==> config.mk <==
export PLATFORM = sky130hd
export DESIGN_NAME = instruc_fetch
export DESIGN_NICKNAME = d
export VERILOG_FILES = /design/src/rtl/instruc_fetch_pkg.sv /design/src/rtl/instruc_fetch_if_id_reg.sv /design/src/rtl/instruc_fetch.sv
export SDC_FILE = /design/constraint.sdc
export NUM_CORES = 1
export LEC_CHECK = 0
export CAP_MARGIN = 10
export CORE_ASPECT_RATIO = 1.75
export CORE_MARGIN = 1
export CORE_UTILIZATION = 42
export DETAILED_ROUTE_END_ITERATION = 7
export GPL_TIMING_DRIVEN = 0
export HOLD_SLACK_MARGIN = 0.08
export PLACE_DENSITY = 0.77
export SLEW_MARGIN = 20
export SYNTH_ARGS = -nofsm -noshare
export SYNTH_HDL_FRONTEND = slang
export SYNTH_SLANG_ARGS = --single-unit
==> constraint.sdc <==
create_clock -name clk -period 2.2 [get_ports clk]
set_input_delay 0.44 -clock clk [delete_from_list [all_inputs] [get_ports clk]]
set_output_delay 0.44 -clock clk [all_outputs]
set_load 0.01 [all_outputs]
==> src/rtl/instruc_fetch_pkg.sv <==
// Shared constants and fetch-state encoding for the RV32I fetch stage.
package instruc_fetch_pkg;
   localparam int          XLEN       = 32;
   localparam logic [31:0] RESET_PC   = 32'h0000_0000;
   localparam logic [31:0] NOP_INSTR  = 32'h0000_0013;
   localparam logic [31:0] HALT_INSTR = 32'h0000_0073;
   localparam int          HALT_DRAIN = 2;

   typedef enum logic [1:0] {
      RUN       = 2'd0,
      HALT_PEND = 2'd1,
      HALTED    = 2'd2
   } fetch_state_t;
endpackage

==> src/rtl/instruc_fetch_if_id_reg.sv <==
// IF/ID pipeline register: load a fetched word, flush to a bubble, or hold.
module instruc_fetch_if_id_reg #(
   parameter int          XLEN      = 32,
   parameter logic [31:0] NOP_INSTR = 32'h0000_0013
) (
   input  logic            clk,
   input  logic            rst_n,
   input  logic            load,
   input  logic            flush,
   input  logic [XLEN-1:0] pc,
   input  logic [XLEN-1:0] pc_plus4,
   input  logic [31:0]     instruc,
   output logic [XLEN-1:0] id_pc,
   output logic [XLEN-1:0] id_pc_plus4,
   output logic [31:0]     id_instruc,
   output logic            id_valid
);

   // A flush only replaces the instruction; the PC fields keep their last value.
   always_ff @(posedge clk or negedge rst_n) begin
      if (!rst_n) begin
         id_pc       <= '0;
         id_pc_plus4 <= '0;
         id_instruc  <= NOP_INSTR;
         id_valid    <= 1'b0;
      end else if (flush) begin
         id_instruc  <= NOP_INSTR;
         id_valid    <= 1'b0;
      end else if (load) begin
         id_pc       <= pc;
         id_pc_plus4 <= pc_plus4;
         id_instruc  <= instruc;
         id_valid    <= 1'b1;
      end
   end

endmodule

==> src/rtl/instruc_fetch.sv <==
// Fetch stage: PC register, next-PC selection, halt-drain FSM and the IF/ID register.
module instruc_fetch #(
   parameter int          XLEN       = instruc_fetch_pkg::XLEN,
   parameter logic [31:0] RESET_PC   = instruc_fetch_pkg::RESET_PC,
   parameter logic [31:0] NOP_INSTR  = instruc_fetch_pkg::NOP_INSTR,
   parameter logic [31:0] HALT_INSTR = instruc_fetch_pkg::HALT_INSTR,
   parameter int          HALT_DRAIN = instruc_fetch_pkg::HALT_DRAIN
) (
   input  logic            clk,
   input  logic            rst_n,
   input  logic            stall,
   input  logic            branch_taken,
   input  logic [XLEN-1:0] branch_target,
   output logic [XLEN-1:0] imem_addr,
   input  logic [31:0]     imem_rdata,
   output logic [XLEN-1:0] id_pc,
   output logic [XLEN-1:0] id_pc_plus4,
   output logic [31:0]     id_instruc,
   output logic            id_valid,
   output logic            halted
);
   import instruc_fetch_pkg::*;

   localparam int CNT_W = (HALT_DRAIN > 2) ? $clog2(HALT_DRAIN) : 1;

   fetch_state_t    state_reg;
   logic [XLEN-1:0] pc_reg;
   logic [XLEN-1:0] pc_plus4;
   logic [XLEN-1:0] target_aligned;
   logic [CNT_W-1:0] cnt_reg;
   logic            halted_reg;
   logic            ifid_load;
   logic            ifid_flush;

   assign pc_plus4       = pc_reg + XLEN'(4);
   assign target_aligned = branch_target & ~XLEN'(3);
   assign imem_addr      = pc_reg;
   assign halted         = halted_reg;

   always_comb begin
      ifid_load  = 1'b0;
      ifid_flush = 1'b0;
      case (state_reg)
         RUN: begin
            if (branch_taken)  ifid_flush = 1'b1;
            else if (!stall)   ifid_load  = 1'b1;
         end
         HALT_PEND: begin
            // Younger fetches behind a pending halt are never allowed into decode.
            if (branch_taken || !stall) ifid_flush = 1'b1;
         end
         default: ifid_flush = 1'b1;
      endcase
   end

   always_ff @(posedge clk or negedge rst_n) begin
      if (!rst_n) begin
         state_reg  <= RUN;
         pc_reg     <= XLEN'(RESET_PC);
         cnt_reg    <= '0;
         halted_reg <= 1'b0;
      end else begin
         case (state_reg)
            RUN: begin
               if (branch_taken) begin
                  pc_reg <= target_aligned;
               end else if (!stall) begin
                  if (imem_rdata == HALT_INSTR) begin
                     state_reg <= HALT_PEND;
                     cnt_reg   <= '0;
                  end else begin
                     pc_reg <= pc_plus4;
                  end
               end
            end
            HALT_PEND: begin
               if (branch_taken) begin
                  pc_reg    <= target_aligned;
                  state_reg <= RUN;
               end else if (!stall) begin
                  cnt_reg <= cnt_reg + CNT_W'(1);
                  if (cnt_reg == CNT_W'(HALT_DRAIN - 1)) begin
                     state_reg  <= HALTED;
                     halted_reg <= 1'b1;
                  end
               end
            end
            HALTED: begin
               halted_reg <= 1'b1;
            end
            default: begin
               state_reg <= RUN;
            end
         endcase
      end
   end

   instruc_fetch_if_id_reg #(
      .XLEN      (XLEN),
      .NOP_INSTR (NOP_INSTR)
   ) if_id_reg (
      .clk         (clk),
      .rst_n       (rst_n),
      .load        (ifid_load),
      .flush       (ifid_flush),
      .pc          (pc_reg),
      .pc_plus4    (pc_plus4),
      .instruc     (imem_rdata),
      .id_pc       (id_pc),
      .id_pc_plus4 (id_pc_plus4),
      .id_instruc  (id_instruc),
      .id_valid    (id_valid)
   );

endmodule
==> impl_metrics.toml <==
[synth]
ys_seq_area_share_pct = 52.7
synth-edff-count = 0
synth_ff_type = "dfrtp_1"
yosys_warnings = 0
synth_seq_cells = 127
synth.avg_cell_area_um2 = 9.77
syn_area_um2 = 6040
async_flop_share_pct = 100
syn_inst = 618
netlist-cell-type-count = 54

[timing]
hold_viol = 0
setup_ws_ns = -0.0734
slew_violations = 0
fmax_ghz = 0.440
setup_viol = 2
tightest_slew_ns = 0.637
max_slew_margin_pct = 57.4
worst_hold_slack_ns = 0.453
final.setup_skew_ns = 0.00836
finalCritPeriodShare_pct = 103
period_needed_ns = 2.27
rsz0062_at_grt = "yes"

[clocking]
htreeDepth = 4
clock_sinks = 127
clkLatencyLatePin_ns = 0.43
cts_tree = "done"
clk_pin_slew_worst_paths_ns = 0.06
cts.path.max_buffers = 2
numCtsBuffers = 17
cts_root_buffer = "clkbuf_16"

[placed_design]
place_hpwl_um = 15300
io_buffers = 187
place_congestion = 0.905
placed_cell_area_um2 = 8210

[power_and_ir_drop]
peakVddDrop_mv = 0.620
p_per_area_nw_per_um2 = 645
power_frac_seq_pct = 42.2
power_frac_comb_pct = 12.6
intPower_w = 0.00430
switching_share_pct = 27.7
p_switching_w = 0.00165
leakage_nw = 3.93
power.share.clock_pct = 45.2

[final_layout]
nets = 927
largest_reg_flops = 32
final_area_um2 = 9230
area_growth_pct = 52.9
drive_above_1_share_pct = 16.2
fillers = 1123
largest_register = "if_id_reg.id_instruc"

[worst_setup_path]
crit_slowest_cell = "dfrtp_2"
crit_path_start_kind = "flip-flop"
cp.required_ns = 2.51
r2r_cells = 7
critPathKind = "reg -> reg"
worst_setup_path_end_kind = "flip-flop"
critical_path_depth = 7
cp.arrival_ns = 2.59
worstPathCellList = "buf_4 > nand4_1 > buf_4 > nor4_4 > nand4_1 > a221o_1 > a22o_1"
cp_top_family = "simple AND/OR/NAND/NOR gates"
cp_max_fo = 3
path_buf_inv = 2
cpPeakStageDelay_ns = 0.41

[route]
drt_iter0_markers = 706
routed_wl_um = 21900
wire_per_inst_um = 20.8
viasPerCell = 5.90
first_pass_iters = 8
vias = 6187
drc = 9
antenna_left = 0

[min_path]
hold_class = "in -> reg"
hold_depth = 3

[global_route]
grt_max_degree = 78
grt_usage_pct = 29.2
antenna_found_initial = 1
grt_pass1_vias = 6222
grt_first_pass_wirelength_um = 33100
overflow = 0

[floorplanning]
initial_core_util_pct = 43.2
die-area_um2 = 14900
core_area_um2 = 14000
io_pins = 198
row_count = 57
fp.dieW_um = 92.6
die_y_um = 161

[outcome]
violations = "design-rule violations, negative setup slack"
status = "finished with violations"

[flow_run]
max_cap_viol_count = 0
==> per-layer routing <==
| layer | wire length (µm) | GRT usage [%] | part of all wire, % | vias up |
|---|---|---|---|---|
| li1 | - | - | - | 2714 |
| met1 | 7360 | 30.6 | 34 | 2920 |
| met2 | 11100 | 51.8 | 51 | 424 |
| met3 | 1820 | 7.77 | 8.3 | 129 |
| met4 | 1530 | 16.7 | 7.0 | 0 |
| met5 | 0 | 0 | 0 | - |
==> cells in the final DEF (no fill, tap or decap), drive strengths merged, types with 3 or more instances in the layout <==
cell / n
a211oi: 6
a21o: 3
a21oi: 7
a221o: 3
a221oi: 19
a22o: 31
a2bb2oi: 16
a31oi: 10
and2: 4
and3: 8
and4: 4
buf: 47
clkbuf: 57
clkdlybuf4s50: 186
clkinvlp: 4
conb: 6
dfrtp: 124
dfstp: 3
inv: 14
nand2: 141
nand3: 20
nand4: 12
nor2: 21
nor3: 5
nor4: 12
o21ai: 39
o22a: 13
o22ai: 8
or4: 4
xnor2: 14
xor2: 14
==> cell type report <==
type	count	area, µm²	area share, %
well taps	177	221	2.40
clock buffers	18	439	4.76
flip-flops and latches	127	3200	34.6
diodes	1	2.50	0.0271
clock inverters	14	120	1.30
plain buffers	55	303	3.28
inverters	4	15.0	0.163
repair buffers	218	2140	23.2
multi-input cells	435	2800	30.3
==> path summary, 6_finish.rpt <==
kind	startpoint	to	slack, ns
setup / recovery	imem_addr[2]	imem_addr[19]	-0.07
hold / removal	stall	if_id_reg.id_valid	0.45
setup reg to reg	imem_addr[2]	imem_addr[19]	-0.07
hold reg to reg	if_id_reg.id_pc[11]	if_id_reg.id_pc[11]	0.47
max in group asynchronous	rst_n	if_id_reg.id_instruc[1]	0.92
min in group asynchronous	rst_n	if_id_reg.id_pc[24]	0.51
==> worst min-delay path, stage by stage <==
cell and delay (ns):
clkbuf_1 0.17, a21oi_1 0.16, nor3_1 0.06
==> power by group through the flow <==
| stage | logic [W] | clock network (W) | registers (W) |
|---|---|---|---|
| 5_1_grt | 0.000795 | 0.00282 | 0.00252 |
| 2_1_floorplan | 0.000231 | 0 | 0.00255 |
| 3_3_place_gp | 0.000637 | 0 | 0.00254 |
| 4_1_cts | 0.000720 | 0.00271 | 0.00250 |
| 6_report | 0.000750 | 0.00269 | 0.00251 |
| 3_5_place_dp | 0.000658 | 0 | 0.00254 |
==> logic make-up after synthesis <==
| family | count (synthesis) | share of synthesized area (%) |
|---|---|---|
| xor+xnor | 28 | 4.06 |
| simple gates | 237 | 18.5 |
| mux | 1 | 0.186 |
| other cells | 1 | 0.0621 |
| fa+ha+maj | 1 | 0.207 |
| compound gates | 162 | 19.9 |
| buf+inv | 61 | 4.33 |
| flops | 127 | 52.7 |
==> through the flow <==
| stage | setup TNS (ns) | power (W) | setup slack (ns) | util, % | std cells |
|---|---|---|---|---|---|
| floorplan | 0 | 0.00278 | 0.00475 | - | 623 |
| global placement | -548.84 | 0.00318 | -4.44 | 58.4 | 987 |
| detailed placement | -27.38 | 0.00320 | -1.02 | 58.7 | 989 |
| CTS | 0 | 0.00593 | 0.000139 | 64.8 | 1038 |
| global route | -0.582 | 0.00613 | -0.191 | 66.1 | 1049 |
| finish | -0.0965 | 0.00595 | -0.0734 | 66.1 | 1049 |
==> timing repair <==
action | in CTS | in global routing
pin swaps | 5 | 8
gates cloned | 0 | 0
buffers inserted | 16 | 12
hold buffers | 1 | 0
endpoints found under the hold margin | 50 | 0
gates resized for setup | 44 | 34
setup endpoints to repair | 60 | 65
==> synth_stat cells, drive strengths merged (12+ instances only) <==
cell type  count  area (µm²)
a221oi        19         179
o21ai         39         195
clkbuf        42         159
nand4         12        90.1
dfrtp        124        3100
xnor2         14         123
a22o          31         272
a2bb2oi       16         140
nand2        141         529
nor2          21        78.8
nor4          12        81.3
xor2          14         123
o22a          13         114
buf           15        87.6
nand3         20         113
(Power assumes the default switching activity.)
